--- config.mk ---
export PLATFORM = sky130hd
export DESIGN_NAME = prod_reg
export DESIGN_NICKNAME = d
export VERILOG_FILES = /design/src/rtl/prod_pkg.sv /design/src/rtl/prod_reg.sv
export SDC_FILE = /design/constraint.sdc
export NUM_CORES = 1
export LEC_CHECK = 0
export ABC_AREA = 1
export BUFFER_PORTS_ARGS = -buffer_cell sky130_fd_sc_hd__buf_2
export CORE_AREA = 8 8 45 47
export CTS_CLUSTER_DIAMETER = 150
export DETAILED_ROUTE_END_ITERATION = 16
export DIE_AREA = 0 0 53 55
export GPL_TIMING_DRIVEN = 0
export SLEW_MARGIN = 0
export SYNTH_ARGS = -nofsm -noshare
export SYNTH_HDL_FRONTEND = slang
export SYNTH_SLANG_ARGS = --single-unit
--- constraint.sdc ---
create_clock -name clk -period 0.9 [get_ports clk]
set_clock_uncertainty 0.15 [all_clocks]
set_input_delay 0.045 -clock clk [delete_from_list [all_inputs] [get_ports clk]]
set_output_delay 0.045 -clock clk [all_outputs]
set_load 0.05 [all_outputs]
--- src/rtl/prod_pkg.sv ---
// Shared constants, register-action enum and action decode for the shift-add product register.
// Optional multiplier-load action is present when PROD_MPLIER_LOAD_EN is defined.
package prod_pkg;

  localparam int W_DEF  = 4;
  localparam int PW_DEF = 2 * W_DEF + 1;

`ifdef PROD_MPLIER_LOAD_EN
  typedef enum logic [1:0] {
    HOLD  = 2'd0,
    LOAD  = 2'd1,
    SHIFT = 2'd2,
    MLOAD = 2'd3
  } prod_act_e;
`else
  typedef enum logic [1:0] {
    HOLD  = 2'd0,
    LOAD  = 2'd1,
    SHIFT = 2'd2
  } prod_act_e;
`endif

  // Priority: multiplier load, then adder load, then shift, else hold.
  function automatic prod_act_e act_decode(input logic ldm, input logic ldp, input logic shp);
    prod_act_e act;
    act = HOLD;
`ifdef PROD_MPLIER_LOAD_EN
    if (ldm) begin
      act = MLOAD;
    end else
`endif
    if (ldp) begin
      act = LOAD;
    end else if (shp) begin
      act = SHIFT;
    end
    if (ldm && !ldp && !shp) begin
      act = act;
    end
    return act;
  endfunction

endpackage

--- src/rtl/prod_reg.sv ---
// Partial-product register of a sequential shift-add multiplier: loads {cin, sum} into the upper
// W+1 bits or shifts the 2W+1-bit value right. PROD_MPLIER_LOAD_EN adds ldm/mplier ports.
module prod_reg
  import prod_pkg::*;
#(
  parameter int W = W_DEF
) (
  input  logic         clk,
  input  logic         clr_n,
  input  logic [W-1:0] sum,
  input  logic         cin,
  input  logic         shp,
  input  logic         ldp,
`ifdef PROD_MPLIER_LOAD_EN
  input  logic         ldm,
  input  logic [W-1:0] mplier,
`endif
  output logic [2*W:0] p
);

  logic      ldm_en;
  prod_act_e act;

`ifdef PROD_MPLIER_LOAD_EN
  assign ldm_en = ldm;
`else
  assign ldm_en = 1'b0;
`endif

  assign act = act_decode(ldm_en, ldp, shp);

  // Load leaves the low half untouched so the remaining multiplier bits survive.
  always_ff @(posedge clk or negedge clr_n) begin
    if (!clr_n) begin
      p <= '0;
    end else begin
      case (act)
        LOAD:    p[2*W:W] <= {cin, sum};
        SHIFT:   p <= {1'b0, p[2*W:1]};
`ifdef PROD_MPLIER_LOAD_EN
        MLOAD:   p <= {{(W+1){1'b0}}, mplier};
`endif
        default: p <= p;
      endcase
    end
  end

endmodule

-- Word-level counts from Yosys, hierarchy flattened
Cells that the tools add are included.
- register bits: 9
- bits in latches: 0
- RAM bits: 0
- bits in read-only memories: 0
- bits of input ports: 9
- output and inout port bits: 9
- word-level logic and storage cells: 8
- memories: 0
- add/sub/neg operators: 0
- $mul: 0
- div/mod/pow operators: 0
- order comparisons: 0
- eq/ne operators: 2
- shifts and indexed selects: 0
- multiplexer cells: 3
- bitwise operators: 0
- reductions and logical operators: 1
- operators with widths (cell ; number):
    one-hot mux 5 bit (2 select lines) ; 1
    2-to-1 mux 2 bit ; 2
    == test 2 x 1 -> 1 bit, second input constant ; 1
    == test 2 bit, second input constant ; 1
    nonzero test 2 bit ; 1

-- Longest topological paths before layout
Gate-level depths: netlist of the first run.
- depth after elaboration: 4
- gate-level depth with buffers: 5
- gate-level depth less buffers: 4

-- Worst setup path before layout of the first run
No wires, ideal clock.
- kind: reg2reg
- start point: register p[6]
- end point: register p[5]
- arrival: 776 ps
- data required time: 624 ps
- setup slack: -152 ps
- stages on the path, launching flop included: 3
- clock period less this slack: 1052 ps
- path through: dfrtp_1 -> nand3_1 -> nand3_1
- word-level cells in the longest chain between the ends: 1
- RTL lines (element ; line ; text):
    start, declared ; prod_reg.sv:18 ; output logic [2*W:0] p
    start signal, assigned by index ; prod_reg.sv:38 ; LOAD: p[2*W:W] <= {cin, sum};
    start signal, assigned ; prod_reg.sv:39 ; SHIFT: p <= {1'b0, p[2*W:1]};
    start signal, assigned ; prod_reg.sv:43 ; default: p <= p;
    one-hot mux 5 bit (2 select lines) ; prod_reg.sv:37 ; case (act)
No other way between the ends.
A chain may end at the register's enable or synchronous reset.

-- Worst setup path in the final report of the first run
- start point: register p[6]
- end point: output p[6]
No word-level cell between the ends.

==> results of run 1 <==
## metal layers
layer,vias to the layer above,GRT usage (%),wire [um]
li1,211,-,-
met2,13,13.7,526
met4,0,3.88,12
met5,-,0,0
met3,2,4.81,97
met1,175,9.10,441
## path summary, 6_finish.rpt
check	start	cells after the start	end	slack, ps
max in group asynchronous	clr_n	2	p[4]	380
min	ldp	3	p[8]	-110
min reg2reg	p[0]	2	p[0]	340
max reg2reg	p[6]	3	p[5]	-40
min in group asynchronous	clr_n	2	p[0]	20
max	p[6]	1	p[6]	-120
## cells in the mapped netlist
cell / number
nor2_4: 1
nor2_2: 1
buf_6: 1
nand3_1: 8
dfrtp_1: 9
inv_2: 2
nand2_1: 24
## through the flow
step / setup WS (ps) / hold WS [ps] / setup TNS, ps
floorplan: -32.3 / -401 / -129
global placement: 80.3 / -244 / 0
detailed placement: 81.7 / -242 / 0
CTS: -125 / -122 / -1170
global route: -154 / -119 / -1790
finish: -117 / -113 / -1120
## area by class of cell
class                      instances  share of cell area [%]
inverter                           2                    1.01
multi-input combinational         34                    24.5
clock buffer                       4                    3.53
timing repair buffer              30                    35.0
tap                               16                    2.69
buffer                             1                    1.51
sequential                         9                    31.8
## repair_timing
action	4_1_cts	5_1_grt
pin swaps	0	1
gates resized for setup	20	3
endpoints found under the hold margin	18	9
setup buffers	8	0
setup endpoints to repair	9	18
cloned	0	0
## cell families (layout without fill, tap and decap cells)
| logic type | Yosys count | after routing | share of synthesized area [%] |
|---|---|---|---|
| flip-flops | 9 | 9 | 57.5 |
| AND/OR/NAND/NOR | 34 | 34 | 37.7 |
| buffers and inverters | 3 | 37 | 4.79 |
## power groups by stage
| stage | combinational, mW | sequential (mW) | clock, mW |
|---|---|---|---|
| 2_1_floorplan | 0.0731 | 0.702 | 0 |
| 3_3_place_gp | 0.360 | 0.512 | 0 |
| 3_5_place_dp | 0.363 | 0.513 | 0 |
| 4_1_cts | 0.531 | 0.503 | 0.323 |
| 5_1_grt | 0.571 | 0.514 | 0.358 |
| 6_report | 0.537 | 0.506 | 0.309 |
==> impl_metrics.tcl, run 1 <==
set metrics [dict create \
    worst_ep_arrival_time_ps 820 \
    cts-htree-levels 1 \
    criticalPathCategory "flop to primary output" \
    n_fill_cell 124 \
    seq_power_share_pct 37.4 \
    power.switching_fraction_pct 36.2 \
    input_output_buffers 16 \
    crit_path_cell_trace "buf_6" \
    final_critical_path_required_period_ps 1020 \
    path_clk_slew_ps 60 \
    post-route-drc-count 0 \
    power_switching_mw 0.489 \
    syn_area_per_cell_sq_um 8.51 \
    endpoint_kind "primary output" \
    n_antenna_cell 0 \
    ant_nets 0 \
    final_layout_size_suffix_gt1_share_pct 61.3 \
    dr_total_vias 401 \
    placed_cells_incl_taps 78 \
    synth_top_cells_by_area "dfrtp_1, nand2_1, nand3_1" \
    synth_top_area_share_pct 57.5 \
    run_status "complete, but fails checks" \
    final_core_util_pct 53.8 \
    power.clock.fraction_pct 22.9 \
    max_freq_mhz 984 \
    cpMaxStageDelayCell "dfrtp_2" \
    global_route.overflow_total 0 \
    die_w_um 53 \
    via_count_normalized_by_instance_count 4.18 \
    via_count_of_the_first_global_routing_pass 404 \
    clock_path_buffers 2 \
    timing.critical_path.required_ps 700 \
    cellPowerDensity_nw_per_um2 1810 \
    final.hold.worst_slack_ps -113 \
    syn-num-nets 55 \
    worst_hold_path_type "input port to flop" \
    post_dp_cell_area_sq_um 523 \
    cp_slowest_stage_delay_ps 410 \
    die_area_sq_um 2920 \
    timing.final.setup_violations 14 \
    placeableCoreArea_sq_um 1380 \
    largest_register_ffs 9 \
    place_congestion 0.683 \
    cts_buffers 3 \
    netlist-cell-type-count 7 \
    hpwl_um 687 \
    fin_nets 90 \
    finalCritPeriodShare_pct 113 \
    drt_first_iter_violations 9 \
    most-common-layout-cells "nand2_1, buf_6, dfrtp_2" \
    tritoncts_clock_tree "yes" \
    pin_count_of_the_biggest_net_entering_global_routing 10 \
    vdd.ir_drop.worst_uv 716 \
    postLayoutSetupSlackWorst_ps -117 \
    drt_pre_antenna_iters 3 \
    synth.yosys.seq_area_share_pct 57.5 \
    start_kind "flop" \
    internal_power_mw 0.863 \
    syn_inst 46 \
    total_power_mw 1.35 \
    die_height_um 55 \
    layout.area.seq_sq_um 236 \
    combPwrFrac_pct 39.7 \
    path_delay_family "flip-flops" \
    io_pins 18 \
    grt_pass1_wl_um 1770 \
    yosysWarningCount 0 \
    violations "negative hold slack, negative setup slack" \
    hold_buffers 6 \
    cts.sinks 9 \
    postSynthRegisterBits 9 \
    clock_latency_ps 260 \
    initial_utilization_pct 28.3 \
    total_area_of_multi_input_combinational_cells_sq_um 183 \
    max_cap_violations 0 \
    crit_path_max_fanout 2 \
    number_of_rows_created_at_floorplan 14 \
    hold_viol_final 9 \
    registers.top_by_ff_count "p" \
    root_buffer "clkbuf_4" \
    grt_antenna_before_repair 0 \
    synth_area_sq_um 392 \
    final_common_cell "nand2_1" \
    post-synth-top-area-cell "dfrtp_1" \
    routed_wirelength_um 1080 \
    p_leak_nw 0.376 \
    layout_top_registers "p (9)" \
    final_max_slew_viol_count 0 \
    instances_no_fill 96 \
    avgRoutedWirePerCell_um 11.2 \
    final_standard_cell_area_without_fillers_sq_um 744 \
    slew_headroom_pct 83.3 \
    area_added_between_synthesis_and_finish_pct 90.1 \
    max_slew.worst_pin.slew_ps 251 \
    unrepaired_setup_endpoints_after_global_routing "yes" \
    worst-path-buf-inv 1 \
    grt_usage_pct 8.57 \
]
Note: power is estimated with default switching activity, not from simulation.
==> run 2: changes to the inputs <==
==> constraint.sdc (replaced) <==
create_clock -name clk -period 1.1 [get_ports clk]
set_clock_uncertainty 0.15 [all_clocks]
set_input_delay 0.055 -clock clk [delete_from_list [all_inputs] [get_ports clk]]
set_output_delay 0.055 -clock clk [all_outputs]
set_load 0.05 [all_outputs]
==> impl_metrics.tcl, run 2 (synthesis results as in run 1) <==
set metrics [dict create \
    clock_latency_ps 260 \
    postLayoutSetupSlackWorst_ps 38.1 \
    power.clock.fraction_pct 25.1 \
    hpwl_um 710 \
    die_area_sq_um 2920 \
    timing.final.setup_violations 0 \
    cts_buffers 3 \
    clock_path_buffers 2 \
    final_max_slew_viol_count 0 \
    placeableCoreArea_sq_um 1380 \
    cellPowerDensity_nw_per_um2 1580 \
    worst-path-buf-inv 1 \
    timing.critical_path.required_ps 890 \
    die_w_um 53 \
    worst-r2r-setup-slack_ps 270 \
    largest_register_ffs 9 \
    layout_top_registers "p (9)" \
    grt_antenna_before_repair 0 \
    final_standard_cell_area_without_fillers_sq_um 632 \
    avgRoutedWirePerCell_um 11.0 \
    drt_first_iter_violations 9 \
    fin_nets 84 \
    slew_headroom_pct 86.2 \
    place_congestion 0.732 \
    max_freq_mhz 942 \
    final_critical_path_required_period_ps 1060 \
    ant_nets 0 \
    worst_ep_arrival_time_ps 860 \
    n_antenna_cell 0 \
    run_status "complete, no violations" \
    criticalPathCategory "flop to primary output" \
    cts.sinks 9 \
    routed_wirelength_um 987 \
    path_delay_family "flip-flops" \
    final_layout_size_suffix_gt1_share_pct 33.8 \
    finalCritPeriodShare_pct 96.5 \
    combPwrFrac_pct 34.2 \
    path_clk_slew_ps 60 \
    drt_pre_antenna_iters 4 \
    post-route-drc-count 0 \
    most-common-layout-cells "nand2_1, dfrtp_1, nand3_1, dlygate4sd3_1" \
    p_leak_nw 0.333 \
    cp_slowest_stage_delay_ps 400 \
    cpMaxStageDelayCell "dfrtp_1" \
    unrepaired_setup_endpoints_after_global_routing "no" \
    tritoncts_clock_tree "yes" \
    input_output_buffers 16 \
    global_route.overflow_total 0 \
    crit_path_cell_trace "buf_4" \
    registers.top_by_ff_count "p" \
    endpoint_kind "primary output" \
    via_count_of_the_first_global_routing_pass 402 \
    grt_pass1_wl_um 1660 \
    number_of_rows_created_at_floorplan 14 \
    pin_count_of_the_biggest_net_entering_global_routing 10 \
    area_added_between_synthesis_and_finish_pct 61.3 \
    n_fill_cell 129 \
    power_switching_mw 0.372 \
    setup_tns_ps 0 \
    cts-htree-levels 1 \
    dp_worst_setup_slack_ps 271 \
    io_pins 18 \
    die_height_um 55 \
    initial_utilization_pct 28.3 \
    root_buffer "clkbuf_4" \
    power.switching_fraction_pct 37.2 \
    internal_power_mw 0.628 \
    worst_hold_path_type "input port to async pin" \
    via_count_normalized_by_instance_count 4.23 \
    crit_path_max_fanout 3 \
    vdd.ir_drop.worst_uv 724 \
    hold_viol_final 0 \
    final.hold.worst_slack_ps 24.5 \
    grt_usage_pct 7.81 \
    max_slew.worst_pin.slew_ps 207 \
    seq_power_share_pct 40.8 \
    cts_setup_buffers 0 \
    post_dp_cell_area_sq_um 492 \
    start_kind "flop" \
    max_cap_violations 0 \
    dr_total_vias 381 \
    final_common_cell "nand2_1" \
]
run 2: cell count changes in the layout (fill, tap and decap cells not counted), moves of 2 or more:
cell / before / now
nand3_2: 6 / 0
buf_6: 9 / 2
dfrtp_1: 0 / 9
dfrtp_2: 9 / 0
dlygate4sd3_1: 6 / 8
nand3_1: 2 / 8
run 2: final timing paths:
path | cells after the start | from | to
worst max-delay path | 1 | p[7] | p[7]
worst min register to register | 2 | p[0] | p[0]
min in group clk | 2 | p[0] | p[0]
worst min-delay path | 2 | clr_n | p[0]
max in group asynchronous | 2 | clr_n | p[5]
worst max register to register | 2 | p[5] | p[4]
run 2: what timing repair did:
item | in CTS | in global routing
pin swaps | 0 | 0
hold buffers | 8 | 0
endpoints found under the setup margin | 8 | 8
endpoints found under the hold margin | 18 | 0
gates resized for setup | 8 | 4
cloned | 0 | 0
run 2: area by class of cell:
cell class | count | area (sq um) | share of cell area [%]
clock buffers | 4 | 26.3 | 4.16
inverters | 2 | 7.51 | 1.19
multi-input cells | 34 | 155 | 24.6
flip-flops and latches | 9 | 225 | 35.6
plain buffers | 1 | 11.3 | 1.78
well taps | 16 | 20.0 | 3.17
repair buffers | 24 | 186 | 29.5
run 2: power by group through the flow:
stage          Combinational [mW]  Sequential (mW)  Clock [mW]
2_1_floorplan              0.0579            0.563           0
3_3_place_gp                0.291            0.410           0
3_5_place_dp                0.294            0.411           0
4_1_cts                     0.338            0.407       0.269
5_1_grt                     0.363            0.414       0.287
6_report                    0.342            0.408       0.250
run 2: stage by stage:
step	util [%]	instances	power, mW
final	45.7	90	1.00
after global routing	45.7	90	1.06
after CTS	44.7	90	1.01
after detailed placement	35.5	78	0.705
after global placement	35.5	78	0.701
after floorplan	-	46	0.621
run 2: per-layer routing:
layer | GRT usage, % | routed length [um] | vias to the layer above
li1 | - | - | 199
met4 | 6.47 | 0 | 0
met2 | 11.1 | 453 | 13
met5 | 0 | 0 | -
met3 | 3.48 | 95 | 0
met1 | 8.81 | 438 | 169
==> run 3: changes to the inputs <==
--- a/config.mk
+++ b/config.mk
@@ -6,11 +6,11 @@
 export NUM_CORES = 1
 export LEC_CHECK = 0
 export ABC_AREA = 1
-export BUFFER_PORTS_ARGS = -buffer_cell sky130_fd_sc_hd__buf_2
 export CORE_AREA = 8 8 45 47
 export CTS_CLUSTER_DIAMETER = 150
 export DETAILED_ROUTE_END_ITERATION = 16
 export DIE_AREA = 0 0 53 55
+export DONT_BUFFER_PORTS = 1
 export GPL_TIMING_DRIVEN = 0
 export SLEW_MARGIN = 0
 export SYNTH_ARGS = -nofsm -noshare
==> impl_metrics.tcl, run 3 (synthesis results as in run 1) <==
set metrics [dict create \
    hpwl_um 727 \
    endpoint_kind "flop" \
    path_delay_family "buffers and inverters" \
    seq_power_share_pct 61.7 \
    clock_latency_ps 260 \
    input_output_buffers 0 \
    cp_slowest_stage_delay_ps 550 \
    power.switching_fraction_pct 39.2 \
    grt_antenna_before_repair 0 \
    max_cap_violations 0 \
    unrepaired_setup_endpoints_after_global_routing "no" \
    place_congestion 0.702 \
    p_leak_nw 0.257 \
    slew_headroom_pct 71.5 \
    avgRoutedWirePerCell_um 13.8 \
    worst-r2r-setup-slack_ps 90 \
    timing.critical_path.required_ps 1090 \
    met3RoutedLength_um 143 \
    hold_viol_final 0 \
    power.clock.fraction_pct 27.2 \
    grt_pass1_wl_um 1770 \
    ant_nets 0 \
    top_signal_layer_used "met3" \
    run_status "complete, no violations" \
    final_layout_size_suffix_gt1_share_pct 31.0 \
    timing.final.setup_violations 0 \
    clock_path_buffers 2 \
    power_switching_mw 0.368 \
    final_common_cell "nand2_1" \
    placed_cells_incl_taps 62 \
    root_buffer "clkbuf_4" \
    worst_ep_arrival_time_ps 1050 \
    crit_path_start "ldp" \
    via_count_of_the_first_global_routing_pass 355 \
    internal_power_mw 0.570 \
    grt_usage_pct 8.90 \
    die_area_sq_um 2920 \
    criticalPathCategory "input port to flop" \
    drt_pre_antenna_iters 4 \
    tritoncts_clock_tree "yes" \
    via_count_normalized_by_instance_count 4.59 \
    initial_utilization_pct 28.3 \
    post-route-drc-count 0 \
    drt_first_iter_violations 3 \
    final_max_slew_viol_count 0 \
    total_power_mw 0.938 \
    number_of_rows_created_at_floorplan 14 \
    n_antenna_cell 0 \
    cts_buffers 3 \
    worst_hold_path_type "input port to async pin" \
    pin_count_of_the_biggest_net_entering_global_routing 10 \
    worst-path-buf-inv 3 \
    most-common-layout-cells "nand2_1, dfrtp_2, nand3_1" \
    placeableCoreArea_sq_um 1380 \
    timing.critical_path.mode_cell "nand2_1" \
    start_kind "input port" \
    die_w_um 53 \
    reg2reg_from "p[7]" \
    dp_worst_setup_slack_ps -22.0 \
    area_added_between_synthesis_and_finish_pct 37.7 \
    crit_path_cell_trace "dlygate4sd3_1 > buf_6 > inv_2 > nand2_2 > nand2_1 > nand2_1" \
    cts.sinks 9 \
    cpMaxStageDelayCell "dlygate4sd3_1" \
    global_route.overflow_total 0 \
    instances_no_fill 74 \
    routed_wirelength_um 1020 \
    finalCritPeriodShare_pct 96.0 \
    cellPowerDensity_nw_per_um2 1740 \
    vdd.ir_drop.worst_uv 561 \
    layout_top_registers "p (9)" \
    max_slew.worst_pin.slew_ps 426 \
    cts-htree-levels 1 \
    registers.top_by_ff_count "p" \
    detailroute.wirelength.met2_um 500 \
    max_freq_mhz 947 \
    postLayoutSetupSlackWorst_ps 44.0 \
    path_clk_slew_ps 60 \
    final_critical_path_required_period_ps 1060 \
    io_pins 18 \
    largest_register_ffs 9 \
    crit_path_max_fanout 8 \
    cts_setup_buffers 0 \
    combPwrFrac_pct 11.1 \
    die_height_um 55 \
    fin_nets 68 \
    dr_total_vias 340 \
    n_fill_cell 139 \
    r2r-end "p[6]" \
    reg2reg_depth 2 \
    wl_met1_um 378 \
]
## run 3: layer usage
layer,vias up,global-route usage (%)
li1,171,-
met1,153,8.95
met2,16,12.5
met3,0,6.68
met4,0,6.47
met5,-,0
## run 3: what timing repair did
action | CTS | global route
hold buffers | 8 | 0
resized for setup | 9 | 3
endpoints found under the setup margin | 13 | 3
endpoints found under the hold margin | 18 | 0
## run 3: area by class of cell
class / instances / area [sq um] / area share (%)
flip-flops and latches: 9 / 236 / 43.9
multi-input cells: 34 / 155 / 28.8
repair buffers: 8 / 82.6 / 15.3
clock buffers: 4 / 26.3 / 4.87
well taps: 16 / 20.0 / 3.71
plain buffers: 1 / 11.3 / 2.09
inverters: 2 / 7.51 / 1.39
## run 3: how the worst max path moves through the flow
stage | depth (start not counted) | slack, ps | to
after floorplan | 2 | 50 | p[5]
after global placement | 2 | -20 | p[6]
after detailed placement | 2 | -20 | p[6]
after CTS | 6 | 20 | p[1]
after global routing | 6 | 30 | p[1]
final | 6 | 40 | p[3]
## run 3: metrics by stage
step / utilization (%) / hold WS (ps) / setup TNS [ps] / instance area, sq um
after floorplan: - / -391 / 0 / 392
after global placement: 29.7 / -390 / -28.8 / 412
after detailed placement: 29.7 / -390 / -39.9 / 412
after CTS: 38.2 / 20.5 / 0 / 529
after global routing: 39.0 / 12.6 / 0 / 539
final: 39.0 / 15.7 / 0 / 539
## run 3: worst register-to-register path, delay by kind of cell (launching register included)
| kind | cells | cell delay [ps] |
|---|---|---|
| flip-flops | 1 | 520 |
| AND/OR/NAND/NOR | 2 | 220 |
## run 3: power groups by stage
stage | clock network, mW | logic [mW] | registers [mW]
after detailed placement | 0 | 0.0686 | 0.579
final | 0.255 | 0.104 | 0.579
after floorplan | 0 | 0.0579 | 0.563
after global placement | 0 | 0.0642 | 0.577
after CTS | 0.268 | 0.102 | 0.583
after global routing | 0.302 | 0.121 | 0.590
